===== src/rtl/matmul_ctrl_pkg.sv =====
// Shared protocol constants and sequencer state encoding for the UART matrix-multiply controller.
package matmul_ctrl_pkg;

    localparam logic [7:0] CMD_MATRIX_MULT = 8'h01;
    localparam logic [7:0] RSP_ACK         = 8'hAA;
    localparam logic [7:0] RSP_NACK        = 8'h55;

    typedef enum logic [3:0] {
        IDLE,
        HDR,
        CHECK,
        ACK,
        NACK,
        LOAD,
        START,
        WAIT_DONE,
        RD,
        SEND
    } state_t;

endpackage


===== src/rtl/uart_matmul_ctrl_asm.sv =====
// Collects four bytes MSB-first into a 32-bit word; word_valid pulses the cycle after the 4th byte.
module fp_byte_assembler
    import matmul_ctrl_pkg::*;
(
    input  logic        clk,
    input  logic        rst,
    input  logic        clear,
    input  logic        byte_valid,
    input  logic [7:0]  byte_in,
    output logic        word_valid,
    output logic [31:0] word
);

    logic [1:0]  cnt_q, cnt_d;
    logic [31:0] word_q, word_d;
    logic        valid_q, valid_d;

    always_comb begin
        cnt_d   = cnt_q;
        word_d  = word_q;
        valid_d = 1'b0;
        if (clear) begin
            cnt_d = 2'd0;
        end else if (byte_valid) begin
            word_d  = {word_q[23:0], byte_in};
            cnt_d   = cnt_q + 2'd1;
            valid_d = (cnt_q == 2'd3);
        end
    end

    always_ff @(posedge clk) begin
        if (rst) begin
            cnt_q   <= 2'd0;
            word_q  <= 32'd0;
            valid_q <= 1'b0;
        end else begin
            cnt_q   <= cnt_d;
            word_q  <= word_d;
            valid_q <= valid_d;
        end
    end

    assign word_valid = valid_q;
    assign word       = word_q;

endmodule


===== src/rtl/uart_matmul_ctrl.sv =====
// Host-protocol sequencer: header check, A/H operand load, engine start, result streaming.
// Optional inter-byte timeout on HDR/LOAD is built when RX_TIMEOUT_EN is defined.
module uart_matmul_ctrl
    import matmul_ctrl_pkg::*;
#(
    parameter int MAX_DIM        = 8,
    parameter int ADDR_W         = $clog2(MAX_DIM * MAX_DIM),
    parameter int TIMEOUT_CYCLES = 1000000
) (
    input  logic              clk,
    input  logic              rst,
    input  logic              rx_done,
    input  logic [7:0]        rx_data,
    input  logic              tx_done,
    output logic              send_data,
    output logic [7:0]        tx_data,
    output logic              wr_en,
    output logic              wr_sel,
    output logic [ADDR_W-1:0] wr_addr,
    output logic [31:0]       wr_data,
    output logic [7:0]        dim_m,
    output logic [7:0]        dim_k,
    output logic [7:0]        dim_n,
    output logic              start,
    input  logic              done,
    output logic              rd_en,
    output logic [ADDR_W-1:0] rd_addr,
    input  logic [31:0]       rd_data,
    output logic              busy,
    output logic              err
);

    localparam logic [7:0] MAX_DIM_B = 8'(MAX_DIM);

    state_t              state_q, state_d;
    logic                send_q, send_d;
    logic [7:0]          tx_data_q, tx_data_d;
    logic [7:0]          dim_m_q, dim_m_d, dim_k_q, dim_k_d, dim_n_q, dim_n_d;
    logic                sel_q, sel_d;
    logic [ADDR_W-1:0]   addr_q, addr_d;
    logic [ADDR_W-1:0]   rd_addr_q, rd_addr_d;
    logic [1:0]          byte_idx_q, byte_idx_d;
    logic                first_q, first_d;
    logic [31:0]         result_q, result_d;

    logic                rx_state;
    logic                word_valid;
    logic [31:0]         word;
    logic                hdr_ok;
    logic [15:0]         a_last, h_last, c_last, wr_last;
    logic                tmo_hit;

    assign rx_state = (state_q == HDR) || (state_q == LOAD);

    fp_byte_assembler u_asm (
        .clk        (clk),
        .rst        (rst),
        .clear      (state_q == IDLE),
        .byte_valid (rx_done && rx_state),
        .byte_in    (rx_data),
        .word_valid (word_valid),
        .word       (word)
    );

    // Header word layout is {a_h, a_w, h_h, h_w}; it stays in the assembler while in CHECK.
    assign hdr_ok = (word[31:24] != 8'd0) && (word[23:16] != 8'd0) &&
                    (word[15:8]  != 8'd0) && (word[7:0]   != 8'd0) &&
                    (word[31:24] <= MAX_DIM_B) && (word[23:16] <= MAX_DIM_B) &&
                    (word[15:8]  <= MAX_DIM_B) && (word[7:0]   <= MAX_DIM_B) &&
                    (word[23:16] == word[15:8]);

    assign a_last  = ({8'd0, dim_m_q} * {8'd0, dim_k_q}) - 16'd1;
    assign h_last  = ({8'd0, dim_k_q} * {8'd0, dim_n_q}) - 16'd1;
    assign c_last  = ({8'd0, dim_m_q} * {8'd0, dim_n_q}) - 16'd1;
    assign wr_last = sel_q ? h_last : a_last;

`ifdef RX_TIMEOUT_EN
    localparam int TW = $clog2(TIMEOUT_CYCLES + 1);
    logic [TW-1:0] tmo_q, tmo_d;

    always_comb begin
        tmo_d   = (rx_state && !rx_done) ? tmo_q + TW'(1) : '0;
        tmo_hit = rx_state && !rx_done && (tmo_q == TW'(TIMEOUT_CYCLES - 1));
    end

    always_ff @(posedge clk) begin
        if (rst) tmo_q <= '0;
        else     tmo_q <= tmo_d;
    end
`else
    assign tmo_hit = 1'b0;
`endif

    always_comb begin
        state_d    = state_q;
        send_d     = 1'b0;
        tx_data_d  = tx_data_q;
        dim_m_d    = dim_m_q;
        dim_k_d    = dim_k_q;
        dim_n_d    = dim_n_q;
        sel_d      = sel_q;
        addr_d     = addr_q;
        rd_addr_d  = rd_addr_q;
        byte_idx_d = byte_idx_q;
        first_d    = first_q;
        result_d   = result_q;

        case (state_q)
            IDLE: begin
                sel_d     = 1'b0;
                addr_d    = '0;
                rd_addr_d = '0;
                if (rx_done) begin
                    if (rx_data == CMD_MATRIX_MULT) begin
                        state_d = HDR;
                    end else begin
                        state_d   = NACK;
                        send_d    = 1'b1;
                        tx_data_d = RSP_NACK;
                    end
                end
            end
            HDR: if (word_valid) state_d = CHECK;
            CHECK: begin
                send_d = 1'b1;
                if (hdr_ok) begin
                    state_d   = ACK;
                    tx_data_d = RSP_ACK;
                    dim_m_d   = word[31:24];
                    dim_k_d   = word[23:16];
                    dim_n_d   = word[7:0];
                end else begin
                    state_d   = NACK;
                    tx_data_d = RSP_NACK;
                end
            end
            ACK:  if (tx_done) state_d = LOAD;
            NACK: if (tx_done) state_d = IDLE;
            LOAD: begin
                if (word_valid) begin
                    if (16'(addr_q) == wr_last) begin
                        addr_d = '0;
                        if (!sel_q) sel_d = 1'b1;
                        else        state_d = START;
                    end else begin
                        addr_d = addr_q + ADDR_W'(1);
                    end
                end
            end
            START:     state_d = WAIT_DONE;
            WAIT_DONE: if (done) state_d = RD;
            RD: begin
                state_d    = SEND;
                byte_idx_d = 2'd0;
                first_d    = 1'b1;
            end
            SEND: begin
                // result_q shifts left per byte so the next byte to send always sits in [23:16].
                if (first_q) begin
                    first_d   = 1'b0;
                    result_d  = rd_data;
                    tx_data_d = rd_data[31:24];
                    send_d    = 1'b1;
                end else if (tx_done) begin
                    if (byte_idx_q == 2'd3) begin
                        if (16'(rd_addr_q) == c_last) begin
                            state_d = IDLE;
                        end else begin
                            rd_addr_d = rd_addr_q + ADDR_W'(1);
                            state_d   = RD;
                        end
                    end else begin
                        byte_idx_d = byte_idx_q + 2'd1;
                        tx_data_d  = result_q[23:16];
                        result_d   = {result_q[23:0], 8'h00};
                        send_d     = 1'b1;
                    end
                end
            end
            default: state_d = IDLE;
        endcase

        if (tmo_hit) state_d = IDLE;
    end

    always_ff @(posedge clk) begin
        if (rst) begin
            state_q    <= IDLE;
            send_q     <= 1'b0;
            tx_data_q  <= 8'd0;
            dim_m_q    <= 8'd0;
            dim_k_q    <= 8'd0;
            dim_n_q    <= 8'd0;
            sel_q      <= 1'b0;
            addr_q     <= '0;
            rd_addr_q  <= '0;
            byte_idx_q <= 2'd0;
            first_q    <= 1'b0;
            result_q   <= 32'd0;
        end else begin
            state_q    <= state_d;
            send_q     <= send_d;
            tx_data_q  <= tx_data_d;
            dim_m_q    <= dim_m_d;
            dim_k_q    <= dim_k_d;
            dim_n_q    <= dim_n_d;
            sel_q      <= sel_d;
            addr_q     <= addr_d;
            rd_addr_q  <= rd_addr_d;
            byte_idx_q <= byte_idx_d;
            first_q    <= first_d;
            result_q   <= result_d;
        end
    end

    assign send_data = send_q;
    assign tx_data   = tx_data_q;
    assign wr_en     = (state_q == LOAD) && word_valid;
    assign wr_sel    = sel_q;
    assign wr_addr   = addr_q;
    assign wr_data   = word;
    assign dim_m     = dim_m_q;
    assign dim_k     = dim_k_q;
    assign dim_n     = dim_n_q;
    assign start     = (state_q == START);
    assign rd_en     = (state_q == RD);
    assign rd_addr   = rd_addr_q;
    assign busy      = (state_q != IDLE);
    assign err       = ((state_q == NACK) && tx_done) || tmo_hit;

endmodule


===== config.mk =====
export PLATFORM = sky130hd
export DESIGN_NAME = uart_matmul_ctrl
export DESIGN_NICKNAME = d
export VERILOG_FILES = /design/src/rtl/matmul_ctrl_pkg.sv /design/src/rtl/uart_matmul_ctrl_asm.sv /design/src/rtl/uart_matmul_ctrl.sv
export SDC_FILE = /design/constraint.sdc
export NUM_CORES = 1
export LEC_CHECK = 0
export CORE_MARGIN = 2
export CORE_UTILIZATION = 59
export CTS_CLUSTER_DIAMETER = 120
export CTS_CLUSTER_SIZE = 16
export DETAILED_ROUTE_END_ITERATION = 6
export PLACE_DENSITY = 0.85
export SYNTH_ARGS = -nofsm -noshare
export SYNTH_HDL_FRONTEND = slang
export SYNTH_SLANG_ARGS = --single-unit

===== constraint.sdc =====
create_clock -name clk -period 6.7 [get_ports clk]
set_clock_uncertainty 0.05 [all_clocks]
set_input_delay 1.675 -clock clk [delete_from_list [all_inputs] [get_ports clk]]
set_output_delay 1.675 -clock clk [all_outputs]
set_load 0.01 [all_outputs]

==> run summary <==
Fin. Hold Viols: 0
Clock latency on the worst-skew pair: 370 ps
Final worst setup slack: 961 ps
CTS Hold Bufs: 0
Post-synth EDFFs: 0
Starting Density: 0.606
Net count, final: 1811
WL/cell: 16.0 microns
Place WS: 1020 ps
Ys flop type: dfxtp_1
Period minus WS final: 5740 ps
I/O Buffers: 127
Worst hold stages: 2
YS warnings: 0
Setup_tns: 0 ps
Endpoint class of the critical path: flop
Commonest cells post-synth: nand2_1, inv_1, fa_1
Number of global-route vias before repair: 10114
H-tree levels: 3
Yosys reg bits: 112
Cell Count Post-Placement: 1776
Syn nets: 1738
Detailed placer's ending HPWL: 22400 microns
Area grow syn2layout: 14.2%
CTS Buffer Depth: 2
Synth area leaders: fa_1, dfxtp_1, ha_1
Die X: 146 microns
RR Endpoint: state_q[0]$_SDFFE_PP0P_
Hold-critical path endpoint: tx_data[7]$_SDFFE_PP0P_
Layout cells sized above 1: 0.0341
Die area: 21300 sq um
Largest net degree at the start of global routing: 77
Total wire length: 28800 microns
Most numerous cell in the Yosys netlist: nand2_1
Tightest Hold Check Type: flop to flop
Critical Path Fanout Max: 18
Num ports: 128
Top-area cell type share of the netlist area: 0.207
Worst hold start: tx_data[7]$_SDFFE_PP0P_
CTS Sinks: 112
Period utilization: 0.857
First-pass GRT wire length: 48300 microns
CTS buffer count: 9
Slew Viols, Final: 0
WS Path Type: flop to flop
Pwr per Cell Area: 99.0 nW/um^2
Asr flop ratio synth: 0
Reg2reg path depth: 19
Worst EP required: 6960 ps
Antenna diodes: 0
Fill count: 1613
Clock root buffer: clkbuf_16
Total grt overflow: 0
Slew HR: 0.201
Max_cap viols: 0
RSZ-0062 raised after global routing: no
Clock slew at reported path FFs: 90 ps
Tot GR Track Use: 0.273
Final setup violation count: 0
Reg2reg start: dim_n[0]$_SDFFE_PP0P_
Power Total: 1.35 mW
# resized after CTS: 0
Initial antenna violation count: 0
Max IR drop VDD: 168 uV
RD Place Congestion: 0.921
CTS tree: built
Core box area: 19700 sq um
Post-synth top area cell: fa_1
Number of vias per cell: 5.71
DRC Markers: 2
Die Y: 146 microns
CP startpoint kind: flop
Number of library cell types mapped by synthesis: 70
Routed Antenna Nets: 0
Failing checks: DRC
TritonRoute pass-1 iters: 7
Finished Layout Cells: 1792
Leakage: 5.36 nW
Via count: 10229
1st-iter DRT viols: 595
Status: finished, violations left
Sequential area share after synthesis: 0.188
Worst-margin pin slew: 1200 ps
Fmax achieved: 0.174 GHz
Setup repair bufs after CTS: 0
Mapped Area: 11900 sq um
Mapped Cells: 1449
Avg Inst Size Synth: 8.22 sq um
R2R setup slack: 960 ps
Arr. time, crit path: 5990 ps
Cell Rows: 51
==> worst max-delay path by stage <==
stage | from | endpoint | slack, ps | depth (start not counted)
5_1_grt | dim_n[0]$_SDFFE_PP0P_ | state_q[0]$_SDFFE_PP0P_ | 490 | 19
4_1_cts | dim_n[0]$_SDFFE_PP0P_ | wr_addr[3]$_SDFFE_PP0P_ | 1000 | 19
3_5_place_dp | dim_n[0]$_SDFFE_PP0P_ | wr_addr[3]$_SDFFE_PP0P_ | 1020 | 19
6_report | dim_n[0]$_SDFFE_PP0P_ | state_q[0]$_SDFFE_PP0P_ | 960 | 19
3_3_place_gp | dim_n[3]$_SDFFE_PP0P_ | state_q[0]$_SDFFE_PP0P_ | 1190 | 17
2_1_floorplan | dim_m[5]$_SDFFE_PP0P_ | state_q[0]$_SDFFE_PP0P_ | 1420 | 21
==> final cells by class <==
| type | instances | area [sq um] | area share |
|---|---|---|---|
| inverters | 171 | 642 | 0.0472 |
| flip-flops and latches | 112 | 2240 | 0.165 |
| clock inverters | 7 | 83.8 | 0.00617 |
| well taps | 265 | 332 | 0.0244 |
| clock buffers | 9 | 225 | 0.0166 |
| multi-input cells | 1094 | 8750 | 0.644 |
| repair buffers | 134 | 1320 | 0.0970 |
==> worst max-delay path, stage by stage, from the launching register on <==
cell	delay, ps
dfxtp_1	820
nand2_1	180
fa_1	550
fa_1	530
inv_1	60
fa_1	540
inv_1	60
fa_1	470
inv_1	40
ha_1	220
a2111oi_0	340
o21ai_0	230
a31oi_1	290
o21ai_0	130
xnor2_1	160
nand4_1	220
o21ai_2	150
a21oi_2	140
or3_1	370
a21oi_1	120
==> report_power, final <==
part | total (mW) | switching, mW | internal, mW
clock network | 0.569 | 0.300 | 0.270
logic | 0.0984 | 0.0489 | 0.0495
registers | 0.678 | 0.00704 | 0.671
total | 1.35 | 0.356 | 0.990
==> placed cells by master (no fill, tap or decap), types with 11 or more instances in the layout <==
cell type / instances
nor3_1: 28
mux2i_1: 41
nand2_1: 248
and2_1: 65
a211oi_1: 23
dfxtp_1: 112
a22oi_1: 11
fa_1: 123
a21oi_1: 81
xnor2_1: 26
nand4_1: 11
inv_1: 170
nand3_1: 17
o21ai_0: 28
ha_1: 121
clkdlybuf4s50_1: 126
nor2_1: 109
xor2_1: 16
==> sequential cells by signal (all words and copies together), names as in the netlist <==
name	cells
dim_m	8
state_q	4
first_q	1
byte_idx_q	2
dim_n	8
result_q	24
dim_k	8
u_asm.cnt_q	2
tx_data	8
send_data	1
u_asm.word_valid	1
wr_addr	6
rd_addr	6
wr_sel	1
u_asm.word	32
==> routing by layer <==
| metal | vias to the layer above | wire length (microns) | track usage |
|---|---|---|---|
| met5 | - | 0 | 0 |
| met4 | 0 | 720 | 0.0820 |
| met3 | 59 | 2270 | 0.0606 |
| met2 | 378 | 13800 | 0.465 |
| met1 | 4882 | 12000 | 0.350 |
| li1 | 4910 | - | - |
==> logic make-up after synthesis <==
family                     count (synthesis)  synth area share
buffers and inverters                    243            0.0770
AOI/OAI and AO/OA                        222             0.123
and+or+nand+nor                          539             0.206
DFF                                      112             0.188
adders and majority gates                244             0.334
xor gates and xnor gates                  43            0.0328
muxes                                     46            0.0392
==> per-stage QoR <==
| step | instance area (sq um) | utilization | hold WS, ps |
|---|---|---|---|
| floorplan | 11900 | - | 390 |
| global placement | 13300 | 0.676 | 396 |
| detailed placement | 13300 | 0.676 | 403 |
| CTS | 13600 | 0.692 | 413 |
| global route | 13600 | 0.692 | 443 |
| finish | 13600 | 0.692 | 414 |
(Power assumes the default switching activity.)
